### src/rtl/led_value_formatter.sv
// Formats a binary count for an 8-digit seven-segment driver: sequential
// double-dabble to packed BCD (or hex passthrough) plus a leading-zero-blanked enable mask.
module led_value_formatter #(
    parameter int IN_W       = 27,
    parameter int MIN_DIGITS = 1
) (
    input  logic            clk,
    input  logic            reset_n,
    input  logic            start,
    input  logic            hex_mode,
    input  logic [IN_W-1:0] bin_in,
    output logic            busy,
    output logic            done,
    output logic [31:0]     value,
    output logic [7:0]      enable,
    output logic            overflow
);

    typedef enum logic [1:0] {
        S_IDLE  = 2'd0,
        S_SHIFT = 2'd1,
        S_BLANK = 2'd2,
        S_OUT   = 2'd3
    } state_t;

    function automatic logic [7:0] min_mask(input int n);
        logic [7:0] m;
        m = 8'h00;
        for (int i = 0; i < 8; i++) begin
            m[i] = (i < n);
        end
        return m;
    endfunction

    function automatic logic [7:0] blank_mask(input logic [31:0] word);
        logic [7:0] m;
        m = 8'h00;
        for (int i = 0; i < 8; i++) begin
            m[i] = (i < MIN_DIGITS) || ((word >> (4 * i)) != 32'd0);
        end
        return m;
    endfunction

    function automatic logic [31:0] dd_adjust(input logic [31:0] bcd);
        logic [31:0] r;
        r = bcd;
        for (int i = 0; i < 8; i++) begin
            if (bcd[4*i +: 4] >= 4'd5) begin
                r[4*i +: 4] = bcd[4*i +: 4] + 4'd3;
            end else begin
                r[4*i +: 4] = bcd[4*i +: 4];
            end
        end
        return r;
    endfunction

    localparam logic [7:0] RST_MASK = min_mask(MIN_DIGITS);
    localparam logic [4:0] CNT_LOAD = 5'(IN_W - 1);

    state_t          r_state;
    logic [IN_W-1:0] r_bin;
    logic [31:0]     r_bcd;
    logic [4:0]      r_cnt;
    logic            r_hex;
    logic            r_big;
    logic [31:0]     r_word;
    logic [7:0]      r_mask;
    logic            r_ovf;
    logic [31:0]     w_adj;
    logic [31:0]     w_cand;

    assign w_adj = dd_adjust(r_bcd);

    // Candidate display word; anything that spilled past digit 7 saturates.
    always_comb begin
        w_cand = r_bcd;
        if (r_hex) begin
            w_cand = 32'(r_bin);
        end else if (r_big) begin
            w_cand = 32'h9999_9999;
        end else begin
            w_cand = r_bcd;
        end
    end

    // Conversion FSM with staged candidate and atomically published outputs.
    always_ff @(posedge clk or negedge reset_n) begin
        if (!reset_n) begin
            r_state  <= S_IDLE;
            r_bin    <= '0;
            r_bcd    <= 32'd0;
            r_cnt    <= 5'd0;
            r_hex    <= 1'b0;
            r_big    <= 1'b0;
            r_word   <= 32'd0;
            r_mask   <= RST_MASK;
            r_ovf    <= 1'b0;
            busy     <= 1'b0;
            done     <= 1'b0;
            value    <= 32'd0;
            enable   <= RST_MASK;
            overflow <= 1'b0;
        end else begin
            done <= 1'b0;
            case (r_state)
                S_IDLE: begin
                    busy <= 1'b0;
                    // busy is still high in the done cycle, so start is ignored there
                    if (start && !busy) begin
                        r_bin   <= bin_in;
                        r_hex   <= hex_mode;
                        r_bcd   <= 32'd0;
                        r_big   <= 1'b0;
                        r_cnt   <= CNT_LOAD;
                        busy    <= 1'b1;
                        r_state <= hex_mode ? S_BLANK : S_SHIFT;
                    end
                end
                S_SHIFT: begin
                    r_bcd <= {w_adj[30:0], r_bin[IN_W-1]};
                    r_bin <= r_bin << 1;
                    r_big <= r_big | w_adj[31];
                    r_cnt <= r_cnt - 5'd1;
                    if (r_cnt == 5'd0) begin
                        r_state <= S_BLANK;
                    end
                end
                S_BLANK: begin
                    r_word  <= w_cand;
                    r_mask  <= blank_mask(w_cand);
                    r_ovf   <= ~r_hex & r_big;
                    r_state <= S_OUT;
                end
                S_OUT: begin
                    value    <= r_word;
                    enable   <= r_mask;
                    overflow <= r_ovf;
                    done     <= 1'b1;
                    r_state  <= S_IDLE;
                end
                default: begin
                    r_state <= S_IDLE;
                end
            endcase
        end
    end

endmodule

### config.mk
export PLATFORM = sky130hd
export DESIGN_NAME = led_value_formatter
export DESIGN_NICKNAME = d
export VERILOG_FILES = /design/src/rtl/led_value_formatter.sv
export SDC_FILE = /design/constraint.sdc
export NUM_CORES = 1
export LEC_CHECK = 0
export BUFFER_PORTS_ARGS = -buffer_cell sky130_fd_sc_hd__buf_2
export CELL_PAD_IN_SITES_DETAIL_PLACEMENT = 1
export CELL_PAD_IN_SITES_GLOBAL_PLACEMENT = 1
export CORE_ASPECT_RATIO = 1.5
export CORE_UTILIZATION = 42
export CTS_CLUSTER_SIZE = 24
export DETAILED_ROUTE_END_ITERATION = 10
export PLACE_DENSITY_LB_ADDON = 0.05
export SYNTH_ARGS = -nofsm -noshare
export SYNTH_HDL_FRONTEND = slang
export SYNTH_SLANG_ARGS = --single-unit
export TNS_END_PERCENT = 5
### constraint.sdc
create_clock -name clk -period 1.8 [get_ports clk]
set_input_delay 0.36 -clock clk [delete_from_list [all_inputs] [get_ports clk]]
set_output_delay 0.36 -clock clk [all_outputs]
set_load 0.02 [all_outputs]
After elaboration in Yosys (flattened, before gate mapping). Cells that the tools add are included. W data, S select, Z words.

Logic and storage cells: 78. Bits in registers: 150. Output and inout bits: 43.

Bitwise gates (word level): 3. Order comparisons: 8. Reduce and logical (&&, ||, !) cells: 15. $add $sub $neg: 9. Equal/unequal tests: 5. Multiplexer cells: 24.

Operators with widths (number): $reduce_bool A32 Y1 (7); $mux W32 (3); $pmux W32 S2 (1); $pmux W27 S2 (1); $add A4 B2 Y4 const B (8); $ge A4 B3 Y1 const B (8); $mux W4 (8); $mux W27 (1); $pmux W5 S2 (1); $pmux W2 S4 (1); $mux W2 (3); $reduce_and A2 Y1 (3); $logic_not A5 Y1 (1); $mux W5 (1); $sub A5 B1 Y5 const B (1); $eq A2 B2 Y1 const B (2); $ne A2 B2 Y1 const B (2); $mux W1 (3); $eq A2 B1 Y1 const B (1); $logic_not A2 Y1 (1); $pmux W1 S2 (1); $reduce_bool A2 Y1 (1); $and A1 B1 Y1 (1); $logic_and A1 B1 Y1 (1); 3 further kinds (3).

Logic depth before layout (Yosys ltp).
Word-level depth: 4. Mapped depth: 8.

Worst setup path after synthesis. No wires, ideal clock.

Kind: register to register. Start: reg r_state[1]. End: reg r_bcd[31]. Slack: 0.154 ns. Path buffers: 2. Required time: 1.678 ns. Arrival: 1.524 ns. Library setup time: 0.122 ns. Stages on the path, launching flop included: 9. Cells stage by stage: dfrtp_1 -> inv_1 -> ha_1 -> buf_2 -> inv_1 -> o21ai_2 -> buf_2 -> o31ai_1 -> a32o_1.

Cells in the longest elaborated chain, start to end: 3. Elaborated cells between the ends (all ways): 6. Those cells by class: 2 x eq/ne; 1 x mux; 3 x reduce/logical.

Ends and longest elaborated chain: start: declaration (RTL line 60) `state_t r_state;`; start signal: assignment (RTL line 116) `r_state <= hex_mode ? S_BLANK : S_SHIFT;`; $eq A2 B1 Y1 / $logic_not A2 Y1 (equally long branches) (RTL line 105) `case (r_state)`; $reduce_bool A2 Y1 (no source line) / $ne A2 B2 Y1 (equally long branches); $reduce_and A2 Y1 (no source line); end signal: assignment (RTL line 120) `r_bcd <= {w_adj[30:0], r_bin[IN_W-1]};`; end: declaration (RTL line 62) `logic [31:0] r_bcd;`.

Several ways; a longest one is shown, not always the timed one. A chain may end at the register's enable or synchronous reset.

Worst setup path in the final report.
Start: reg r_hex. End: reg r_mask[1].

Cells in the longest elaborated chain, start to end: 2.

Ends and longest elaborated chain: start: declaration (RTL line 64) `logic r_hex;`; start signal: assignment (RTL line 111) `r_hex <= hex_mode;`; $mux W32 (RTL line 77) `if (r_hex) begin`; $reduce_bool A32 Y1 (RTL line 39) `m[i] = (i < MIN_DIGITS) || ((word >> (4 * i)) != 32'd0);`; end signal: assignment (RTL line 130) `r_mask <= blank_mask(w_cand);`; end: declaration (RTL line 67) `logic [7:0] r_mask;`.

Every way passes these cells.

==> key figures <==
Status
  • Status: completed

Timing
  • Final Hold Violating Endpoints: 0
  • Max Clock Freq: between 500 and 600 MHz
  • Ratio of final minimum period to clock period: 0.978
  • Max-slew headroom: 0.587
  • Final Skew: 4.61 ps
  • Hold slack: 207 ps
  • Final min period: about 1800 ps
  • Final slew viol count: 0
  • Setup violations, final: 0
  • RSZ-0062 raised after global routing: yes
  • Worst slew pin tran: about 620 ps

Setup path
  • Worst path cell trace: buf_4 -> a31oi_1 -> nor4_4 -> a41oi_1
  • Crit end category: flip-flop
  • Crit path DAT: ~2000 ps
  • Worst EP required: ~2100 ps
  • Critical path class: flip-flop to flip-flop
  • Reg2Reg Setup Slack: 40 ps
  • Worst Path Max Fanout: 11
  • RR Startpoint: r_hex
  • Critical Path Start Type: flip-flop
  • Critical R2R Capture: r_mask[1]
  • Slowest stage delay, CP: 560 ps
  • Crit path max-delay family: flip-flops
  • Reg2Reg Depth: 4
  • Worst path bufs/invs: 1
  • Critical path's slowest cell: dfrtp_1
  • Worst path depth: 4

Cells and area
  • Multi-input gate area: 3070 µm²
  • Post-layout net count: 802
  • Antenna Cells: 0
  • Fill cells: 1832
  • Seq. cell area: approximately 3800 µm²
  • Most frequent cells in the layout: dfrtp_1 (149), buf_2 (71), o21ai_0 (57), mux2_2 (55), nand2_1 (47)
  • Share of cells above drive strength 1: 0.312
  • Commonest non-fill, non-tap cell in the layout: dfrtp_1
  • Area grow syn2layout: 21.9%

Drt
  • Pre-antenna DRT Iters: 4
  • DRC: 0
  • Drt via density: 5.45
  • Antenna-violating nets left: 0
  • Vias post-DR: 5302
  • Routed wire length: roughly 19000 µm
  • Avg WL per Cell: approximately 20 µm
  • DR iter-0 viols: between 150 and 200

CTS
  • Clk Latency, worst-skew pair: approximately 430 ps
  • TritonCTS clock tree: yes
  • Root buf cell: clkbuf_16
  • Reg clk slew, reported paths: approximately 60 ps
  • H-tree levels: 4
  • CTS Buffer Depth: 2
  • CTS sink cnt: 150
  • Buffer count from post-CTS setup fixing: 0
  • CTS Buf Count: 17

Pwr
  • Power per cell area: about 1700 nW/µm²
  • Leak: between 0.003 and 0.004 µW
  • VDD IR max: around 1.1 mV
  • Total power: 14800 µW

Synthesis
  • Number of library cell types mapped by synthesis: 57
  • Cell taking the most area after synthesis: dfrtp_1
  • Post-Synthesis Cells: 644
  • Seq cells post-synth: 150
  • Main area contributors after synthesis: dfrtp_1 (53%), mux2_2 (8.7%), mux2i_1 (4.2%), o21ai_0 (4.0%), ha_1 (3.7%)
  • Post-Syn Area: between 7000 and 8000 µm²
  • Average cell area after synthesis: approximately 11 µm²
  • Sequential area share after synthesis: 0.527
  • Asr flop ratio synth: 1.00
  • Syn. warnings: 0
  • Top_reg_cell synth: dfrtp_1
  • Post-synth EDFFs: 0
  • Share of the synthesized area in the top cell type: 0.527
  • Mapped Nets: 696

Placement
  • DP HPWL: roughly 14000 µm
  • Placer Congestion: between 0.8 and 0.9
  • PortBufs: 72

Floorplanning
  • Core area: between 15000 and 20000 µm²
  • Die area: about 17000 µm²
  • I/O pin cnt: 74
  • Initial Utilization: 0.427
  • Row cnt: a little under 60
  • Die Ht: around 160 µm
  • Die width: ~110 µm

Worst hold path
  • Hold-critical path depth: 3
  • Hold_sp: bin_in[22]
  • Hold worst-path end: r_bin[22]
  • Min-Delay Path Class: primary input to flip-flop

Global routing
  • Vias in the first global route: 5866
  • GRT Overall Usage: 0.240
  • First-pass GRT wire length: between 30000 and 40000 µm
  • Grt total ovfl: 0
  • Initial antenna violation count: 0
  • Largest net degree at the start of global routing: 54

Job
  • Number of max-cap violations: 0
-- cells in the mapped netlist (5+ instances only) --
library cell and instances:
dfrtp_1 150, o21ai_0 57, mux2_2 55, nand2_1 47, nor2_1 42, inv_1 34
mux2i_1 30, a21oi_1 23, ha_1 21, buf_2 13, clkbuf_1 13, nand2b_1 12
a221oi_1 10, nor3_1 10, o22ai_1 9, o31ai_1 9, a32o_1 8, xnor2_1 8
xor2_1 8, nor4_1 7, o221ai_1 7, o32ai_1 7, o21ai_1 6, buf_4 5
-- cell families after synthesis --
family          count (synthesis)  synth area share
fa+ha+maj                      21            0.0369
buf+inv                        75            0.0486
flops                         150             0.527
simple gates                  138            0.0936
compound gates                158             0.145
other cells                     1          0.000526
xor+xnor                       16            0.0197
mux                            85             0.129
-- flip-flops by register name (all words and copies together), names as in the netlist --
register / count
enable: 7
r_big: 1
r_bin: 27
r_word: 32
r_bcd: 32
r_hex: 1
value: 32
r_state: 2
r_cnt: 5
busy: 1
overflow: 1
done: 1
r_ovf: 1
r_mask: 7
-- power breakdown --
part	switching, µW	internal (µW)
clock	1500	1830
combinational	3510	2630
sequential	902	4480
total	5910	8940
-- stage by stage --
step                      instance area (µm²)   util  setup slack (ps)  setup TNS, ps  std cells
after floorplan                          7120      -               154              0        644
after global placement                   8080  0.484               107              0        940
after detailed placement                 8080  0.484              46.4              0        940
after CTS                                8650  0.518              27.0              0        973
after global routing                     8680  0.520             -48.6           -373        973
final                                    8680  0.520              39.1              0        973
-- how the worst max path moves through the flow --
stage	from	end	slack, ps
finish	r_hex	r_mask[1]	40
global route	r_state[1]	r_bcd[23]	-50
CTS	r_cnt[1]	r_state[0]	30
detailed placement	r_cnt[1]	r_state[0]	50
global placement	r_cnt[1]	r_state[0]	110
floorplan	r_state[1]	r_bcd[31]	150
-- cell type report --
class	count	area share
inverter	36	0.0156
clock buffer	18	0.0506
sequential	150	0.432
multi-input combinational	419	0.354
tap	210	0.0303
clock inverter	14	0.0134
timing repair buffer	126	0.104
-- worst reg2reg max path, cell delays in order (launching register included) --
cell and delay, ps:
dfrtp_1 560, buf_4 260, a31oi_1 140, nor4_4 490, a41oi_1 170
-- routing by layer --
layer  GRT usage  routed length [µm]  vias to the layer above
met3      0.0500                 555                       23
met1       0.305                8560                     2683
met4      0.0719                 300                        0
li1            -                   -                     2510
met5           0                   0                        -
met2       0.407                9860                       86
-- timing repair --
| item | CTS | global route |
|---|---|---|
| endpoints found under the setup margin | 0 | 28 |
| resized for setup | 0 | 11 |
| endpoints found under the hold margin | 31 | 0 |
| hold buffers | 1 | 0 |
Note: power is estimated with default switching activity, not from simulation.
